--- config.mk ---
export PLATFORM = sky130hd
export DESIGN_NAME = b128to32_ser
export DESIGN_NICKNAME = d
export VERILOG_FILES = /design/src/rtl/b128to32_ser.sv
export SDC_FILE = /design/constraint.sdc
export NUM_CORES = 1
export LEC_CHECK = 0
export BUFFER_PORTS_ARGS = -buffer_cell sky130_fd_sc_hd__buf_2
export CORE_ASPECT_RATIO = 1.4
export CORE_UTILIZATION = 36
export CTS_CLUSTER_SIZE = 12
export DETAILED_ROUTE_END_ITERATION = 10
export PLACE_DENSITY_LB_ADDON = 0.08
export SYNTH_ARGS = -nofsm -noshare
export SYNTH_HDL_FRONTEND = slang
export SYNTH_SLANG_ARGS = --single-unit
export TNS_END_PERCENT = 10
--- constraint.sdc ---
create_clock -name clock -period 2 [get_ports clock]
set_input_delay 0.3 -clock clock [delete_from_list [all_inputs] [get_ports clock]]
set_output_delay 0.3 -clock clock [all_outputs]
set_load 0.05 [all_outputs]
--- src/rtl/b128to32_ser.sv ---
// -----------------------------------------------------------------------------
// b128to32_ser
//
// Replays a 128-bit block as four 32-bit words tagged with a 2-bit index nr.
// This is the downstream partner of the 32-to-128 word assembler. Word order
// and nr numbering match the assembler, so a round trip through the 128-bit
// stage returns the original words unchanged.
//
// One holding block ("pending") can be accepted while the active block
// drains. The pending block is then promoted on the edge that sends the last
// word, so back-to-back blocks stream at one word per cycle with no gap.
//
// Parameters
//   MSW_FIRST  1: nr 0 carries dataIn[127:96] and nr 3 carries dataIn[31:0]
//              0: nr 0 carries dataIn[31:0] and nr 3 carries dataIn[127:96]
//
// Ports
//   clock      rising-edge clock, the only clock
//   reset      synchronous reset, active low
//   enable     global advance qualifier; nothing moves on either side while low
//   in_valid   dataIn holds a block
//   in_ready   block slot available (registered, equals !pend_full)
//   dataIn     block to serialise
//   out_valid  dataOut / nr are valid
//   out_ready  consumer accepts the current word
//   dataOut    current word, selected from the active block by nr
//   nr         index of the current word, 0..3
//   last       out_valid and nr == 3
//   busy       out_valid or a pending block is held
//
// State | meaning
//   IDLE  | no word on the output; an accepted block loads active directly
//   DRAIN | out_valid high; words of the active block are sent in nr order
// -----------------------------------------------------------------------------
module b128to32_ser #(
  parameter int MSW_FIRST = 1
) (
  input  logic         clock,
  input  logic         reset,
  input  logic         enable,
  input  logic         in_valid,
  output logic         in_ready,
  input  logic [127:0] dataIn,
  output logic         out_valid,
  input  logic         out_ready,
  output logic [31:0]  dataOut,
  output logic [1:0]   nr,
  output logic         last,
  output logic         busy
);

  typedef enum logic {
    S_IDLE  = 1'b0,
    S_DRAIN = 1'b1
  } state_t;

  state_t       state_q, state_nxt;
  logic [127:0] active_q, active_nxt;
  logic [127:0] pend_q, pend_nxt;
  logic         pend_full_q, pend_full_nxt;
  logic [1:0]   nr_q, nr_nxt;
  logic         in_ready_q;

  logic         accept;
  logic         xfer;
  logic         final_xfer;
  logic [1:0]   slice;

  // in_ready comes straight from a flop, so accept has no combinational
  // dependence on out_ready.
  assign accept     = in_valid & in_ready_q & enable;
  assign xfer       = (state_q == S_DRAIN) & out_ready & enable;
  assign final_xfer = xfer & (nr_q == 2'd3);

  // ---------------------------------------------------------------------------
  // State register
  // ---------------------------------------------------------------------------
  always_ff @(posedge clock) begin
    if (!reset) begin
      state_q     <= S_IDLE;
      active_q    <= '0;
      pend_q      <= '0;
      pend_full_q <= 1'b0;
      nr_q        <= 2'd0;
      in_ready_q  <= 1'b0;
    end else begin
      state_q     <= state_nxt;
      active_q    <= active_nxt;
      pend_q      <= pend_nxt;
      pend_full_q <= pend_full_nxt;
      nr_q        <= nr_nxt;
      // Looks ahead at the next pend_full, so in_ready drops on the same
      // edge that fills the pending slot.
      in_ready_q  <= ~pend_full_nxt;
    end
  end

  // ---------------------------------------------------------------------------
  // Next-state logic
  // ---------------------------------------------------------------------------
  always_comb begin
    state_nxt     = state_q;
    active_nxt    = active_q;
    pend_nxt      = pend_q;
    pend_full_nxt = pend_full_q;
    nr_nxt        = nr_q;

    unique case (state_q)
      S_IDLE: begin
        if (accept) begin
          active_nxt = dataIn;
          nr_nxt     = 2'd0;
          state_nxt  = S_DRAIN;
        end
      end

      S_DRAIN: begin
        if (final_xfer) begin
          nr_nxt = 2'd0;
          if (pend_full_q) begin
            // pend_full forces in_ready low, so no accept can collide here.
            active_nxt    = pend_q;
            pend_full_nxt = 1'b0;
          end else if (accept) begin
            // The new block skips pending and goes straight to active.
            active_nxt = dataIn;
          end else begin
            state_nxt = S_IDLE;
          end
        end else begin
          if (xfer) begin
            nr_nxt = nr_q + 2'd1;
          end
          if (accept) begin
            pend_nxt      = dataIn;
            pend_full_nxt = 1'b1;
          end
        end
      end

      default: begin
        state_nxt = S_IDLE;
      end
    endcase
  end

  // ---------------------------------------------------------------------------
  // Output word select
  // ---------------------------------------------------------------------------
  // slice is the 32-bit lane of active_q, with lane 0 = [31:0]. With
  // MSW_FIRST, nr 0 maps to lane 3, which is the bitwise inverse of nr.
  assign slice = (MSW_FIRST != 0) ? ~nr_q : nr_q;

  always_comb begin
    dataOut = active_q[31:0];
    unique case (slice)
      2'd0:    dataOut = active_q[31:0];
      2'd1:    dataOut = active_q[63:32];
      2'd2:    dataOut = active_q[95:64];
      2'd3:    dataOut = active_q[127:96];
      default: dataOut = active_q[31:0];
    endcase
  end

  assign in_ready  = in_ready_q;
  assign out_valid = (state_q == S_DRAIN);
  assign nr        = nr_q;
  assign last      = (state_q == S_DRAIN) & (nr_q == 2'd3);
  assign busy      = (state_q == S_DRAIN) | pend_full_q;

endmodule

# Word level (Yosys, flattened, before mapping)
# Index checks and enable logic that the tools add are counted.
# W data, S select, Z words.
[word_totals]
ff_bits = 261
inputBits = 133
out_inout_bits = 38
wordCells = 44
[classes]
addsub = 1
eq_ne = 7
muxes = 16
n_bitwise = 11
n_reduce_logical = 3
[ops]
columns = ["operator", "count"]
rows = [
  ["$mux W128", 3],
  ["$pmux W128 S2", 1],
  ["$pmux W32 S4", 1],
  ["$and A1 B1 Y1", 6],
  ["$eq A2 B2 Y1 const B", 3],
  ["$mux W1", 6],
  ["$mux W2", 3],
  ["$pmux W2 S2", 1],
  ["$ne A3 B1 Y1 const B", 1],
  ["$not A1 Y1", 3],
  ["$reduce_and A3 Y1", 1],
  ["$add A2 B1 Y2 const B", 1],
  ["$eq A2 B1 Y1 const B", 1],
  ["$logic_not A2 Y1", 1],
  ["$ne A2 B1 Y1 const B", 1],
  ["$ne A2 B2 Y1 const B", 1],
  ["$not A2 Y2", 1],
  ["$pmux W1 S2", 1],
  ["$reduce_and A2 Y1", 1],
  ["$or A1 B1 Y1", 1],
]

# Logic depth before layout (Yosys ltp)
[logic_depth]
depth_word = 6
mapped_depth = 6
depth_no_buf = 4

# Least setup slack after synthesis
# No wires, ideal clock.
[synth_timing]
path_kind = "register to output"
startpoint = "register nr_q[0], in the netlist nr[0]"
endpoint = "output dataOut[0]"
arrival_time_ns = 2.556
required_time_ns = 1.700
slack_ns = -0.856
path_stages_with_launch = 5
path_cell_list = "dfxtp_1 ha_1 clkbuf_1 buf_1 mux2i_1"
[synth_between]
elab_chain_len = 3
word_cells_on_any_way = 6
cone_classes = "eq/ne (3); mux (1); bitwise (1); reduce/logical (1)"
[synth_lines]
columns = ["item", "line", "source"]
rows = [
  ["from (decl)", "61", "logic [1:0] nr_q, nr_nxt;"],
  ["from (signal assigned)", "91", "nr_q <= nr_nxt;"],
  ["$not A2 Y2 (*)", "152", "assign slice = (MSW_FIRST != 0) ? ~nr_q : nr_q;"],
  ["$eq A2 B2 Y1, or another cell as far along", "156", "unique case (slice)"],
  ["$pmux W32 S4 (*)", "156", ""],
  ["to (decl)", "46", "output logic [31:0] dataOut,"],
]
# Every way passes the cells marked *; elsewhere a longest branch is shown, timed or not.

# Worst setup path after layout
[layout_timing]
startpoint = "register nr_q[1], in the netlist nr[1]"
endpoint = "output dataOut[17]"
# Same word-level chain as after synthesis.

==> results by group <==
Run status
  – Status: complete, but fails checks
  – Failing checks: setup timing

Synthesis
  – Synth Cell Area: between 10000 and 15000 um^2
  – Syn_nets: roughly 1700
  – Post-synth cell types: 27
  – Post-synth top area share: 0.398
  – Top-count cell post-synth: dfxtp_1
  – Synthesized area per cell: 8.22 um^2
  – Yosys warnings: 0
  – Number of flops mapped to enable cells by yosys: 0
  – Synth Instances: about 1600
  – Main synth FF type: dfxtp_1
  – Dominant cell type by area after synthesis: dfxtp_1
  – Yosys reg bits: approximately 260
  – Synth area leaders: dfxtp_1 (40%), mux2i_1 (12%), o21ai_0 (9.7%)
  – Async S/R FF share, synth: 0
  – Seq/Total Area, Yosys: 0.398
  – Synth top cells by count: dfxtp_1 (261), o21ai_0 (255), mux2i_1 (161), clkbuf_1 (142), nand2_1 (132)

Die
  – Chip Height: between 200 and 250 um
  – Core ar.: around 36000 um^2
  – Die X: ~160 um
  – Site Rows: roughly 80
  – Die area: about 37000 um^2
  – IO Count: 171
  – Initial Util: 0.366

Power and ir drop
  – Pwr dens: 698 nW/um^2
  – Comb pwr share: 0.132
  – Pint: between 0.008 and 0.009 W
  – Total leakage power: 7.23 nW
  – Sequential Power Share: 0.452
  – PnR Total Power: approximately 0.012 W
  – IR drop worst, VDD: 0.575 mV
  – Clock share of power: 0.417
  – Psw: between 0.003 and 0.004 W
  – Switching part of the total: 0.270

Place
  – GPL Wtd Cong: ~0.95
  – Placed insts: 2120
  – Post-DP Area: 15100 um^2
  – I/O Buffers: between 150 and 200
  – DP HPWL: 33.1 mm

Setup path
  – Worst path bufs/invs: 3
  – CP startpoint: nr[1]
  – Worst reg2reg setup slack: 0.24 ns
  – FF-to-FF Start: out_valid
  – Reg2reg end: active_q[80]
  – Required time worst endpoint: about 1.7 ns
  – CP arrival: 2.17 ns
  – Max FO, Critical Path: 16
  – Slowest CP cell: a222oi_1
  – Crit path largest cell delay: roughly 0.53 ns
  – Worst R2R Path Depth: 4
  – Family with the most delay on the worst path: compound AO/OA/AOI/OAI gates
  – Critical path class: register to output pin
  – Worst-path cell chain: inv_4 -> ha_4 -> buf_16 -> a222oi_1 -> mux2i_4 -> buf_6
  – CP startpoint kind: register
  – Critical path capture point type: output pin

STA
  – Setup violators final: 34
  – RSZ-0062 raised after global routing: yes
  – Slew Limit Headroom: 0.631
  – Final Critical Period: ~2.5 ns
  – Setup Skew: approximately 0.015 ns
  – WHS: around 0.017 ns
  – Pins Over Slew Limit: 0
  – Period Utilization, post-route: 1.24
  – Fmax: ~0.4 GHz
  – Worst Tran Pin Value: approximately 0.55 ns
  – Worst setup margin: -0.471 ns
  – Hold Vio Cnt, Final: 0

Clock network
  – Htree depth: 1
  – CTS Buf Count: 28
  – Clock latency on the worst-skew pair: approximately 0.56 ns
  – Clock tree sinks: about 260
  – CTS tree: done
  – Clock Pin Slew Worst Setup and Hold Paths: approximately 0.060 ns
  – Clock Path Buffers: 3
  – CTS root buf: clkbuf_16

Min path
  – Hold Path Class: input pin to register
  – HP Start: dataIn[127]
  – Hold path cells: 3
  – WHS Endpoint: pend_q[127]

Detailed routing
  – Initial DRC count: approximately 1300
  – Routed wire length: just under 50 mm
  – First drt pass iteration count: 9
  – ANT nets after route: 0
  – DRC Markers: 0
  – Vias per inst: 5.65
  – Total number of vias: 12853
  – Wire per inst: 21.8 um

Final layout
  – Multi-input logic area: 7410 um^2
  – Finished Layout Cells: 2274
  – Reg area: 5240 um^2
  – Layout cells sized above 1: 0.185
  – Design Area, Final: 17300 um^2
  – Fillers: between 3000 and 4000
  – ANT cells: 0
  – Nets@finish: 1931
  – Syn-to-layout area delta: 31.9%

Global route
  – GRT Util Overall: 0.262
  – Initial antenna violation count: 0
  – Gr ovfl total: 0
  – GR Util met3: 0.0289
  – Vias in the first global route: 11789
  – First-pass GRT wire length: about 74 mm
  – GRT busiest layer: met2
  – Grt met2 use: 0.425
  – Largest net degree at the start of global routing: 113
  – Met1 usage: 0.356

Flow run
  – Max cap viols: 0
## power groups by stage
stage          clock network [W]  registers [W]  logic, W
6_report                 0.00503        0.00546   0.00159
5_1_grt                  0.00535        0.00546   0.00170
4_1_cts                  0.00517        0.00545   0.00160
3_5_place_dp                   0        0.00557   0.00140
3_3_place_gp                   0        0.00558   0.00139
2_1_floorplan                  0        0.00548  0.000815
## metal layers
metal,wire length (um),up-vias
li1,-,6125
met1,21100,6201
met2,23500,462
met3,3310,65
met4,1640,0
met5,0,-
## worst min-delay path: cells and delay by family
kind	cells	cell delay [ns]
AOI/OAI and AO/OA	1	0.05
buffers and inverters	1	0.12
and+or+nand+nor	1	0.06
## cell type report
cell class	instances	share of cell area
Clock buffer	44	0.0481
Timing Repair Buffer	350	0.178
Inverter	35	0.00802
Multi-Input combinational cell	1117	0.428
Tap cell	462	0.0334
Sequential cell	261	0.303
Clock inverter	5	0.00166
## kinds of logic (layout without fill, tap and decap cells)
logic type,Yosys count,after routing,share of synthesized area
multiplexers,161,161,0.123
buffers and inverters,219,434,0.0730
AND/OR/NAND/NOR,399,399,0.153
flip-flops,261,261,0.398
AO/OA/AOI/OAI,552,552,0.249
adder cells (fa/ha/maj),5,5,0.00477
## placed cells by master, fill, tap and decap left out, types with 2 or more instances in the layout
cell type      count
dfxtp_1          257
o21ai_0          255
buf_2            136
nand2_1          132
nand3_1          130
mux2i_1          129
and3_1           128
a21boi_0         128
a21oi_1          128
dlygate4sd3_1    104
buf_4             45
buf_6             34
a222oi_1          32
inv_1             32
mux2i_4           31
clkbuf_16         29
buf_12            29
clkbuf_1          10
clkbuf_8           5
inv_4              4
dfxtp_4            4
o21ai_1            3
ha_4               3
clkinv_2           3
and2_1             2
nor2_1             2
nand4_1            2
ha_2               2
buf_16             2
## sequential cells by signal (all words and copies together), names as in the netlist, named ones only
name       cells
active_q     128
out_valid      1
in_ready       1
pend_q       128
nr             2
## how the worst max path moves through the flow
stage	end	slack, ns	cells after the start
floorplan	dataOut[4]	0.03	5
global placement	dataOut[9]	0.09	6
detailed placement	dataOut[18]	0.03	6
CTS	dataOut[18]	-0.45	6
global route	dataOut[2]	-0.51	6
finish	dataOut[17]	-0.47	6
## metrics by stage
stage | utilization | setup slack [ns] | setup TNS, ns
after floorplan | - | 0.0294 | 0
after global placement | 0.422 | 0.0872 | 0
after detailed placement | 0.422 | 0.0315 | 0
after CTS | 0.483 | -0.448 | -13.43
after global routing | 0.483 | -0.511 | -15.45
final | 0.483 | -0.471 | -13.34
## repair_timing
action,CTS,global route
endpoints found under the setup margin,34,34
buffers inserted,0,0
pin swaps,30,2
resized for setup,76,4
endpoints found under the hold margin,104,0
cloned,1,0
hold buffers,104,0
No activity file was read; power rests on OpenSTA's default activity.
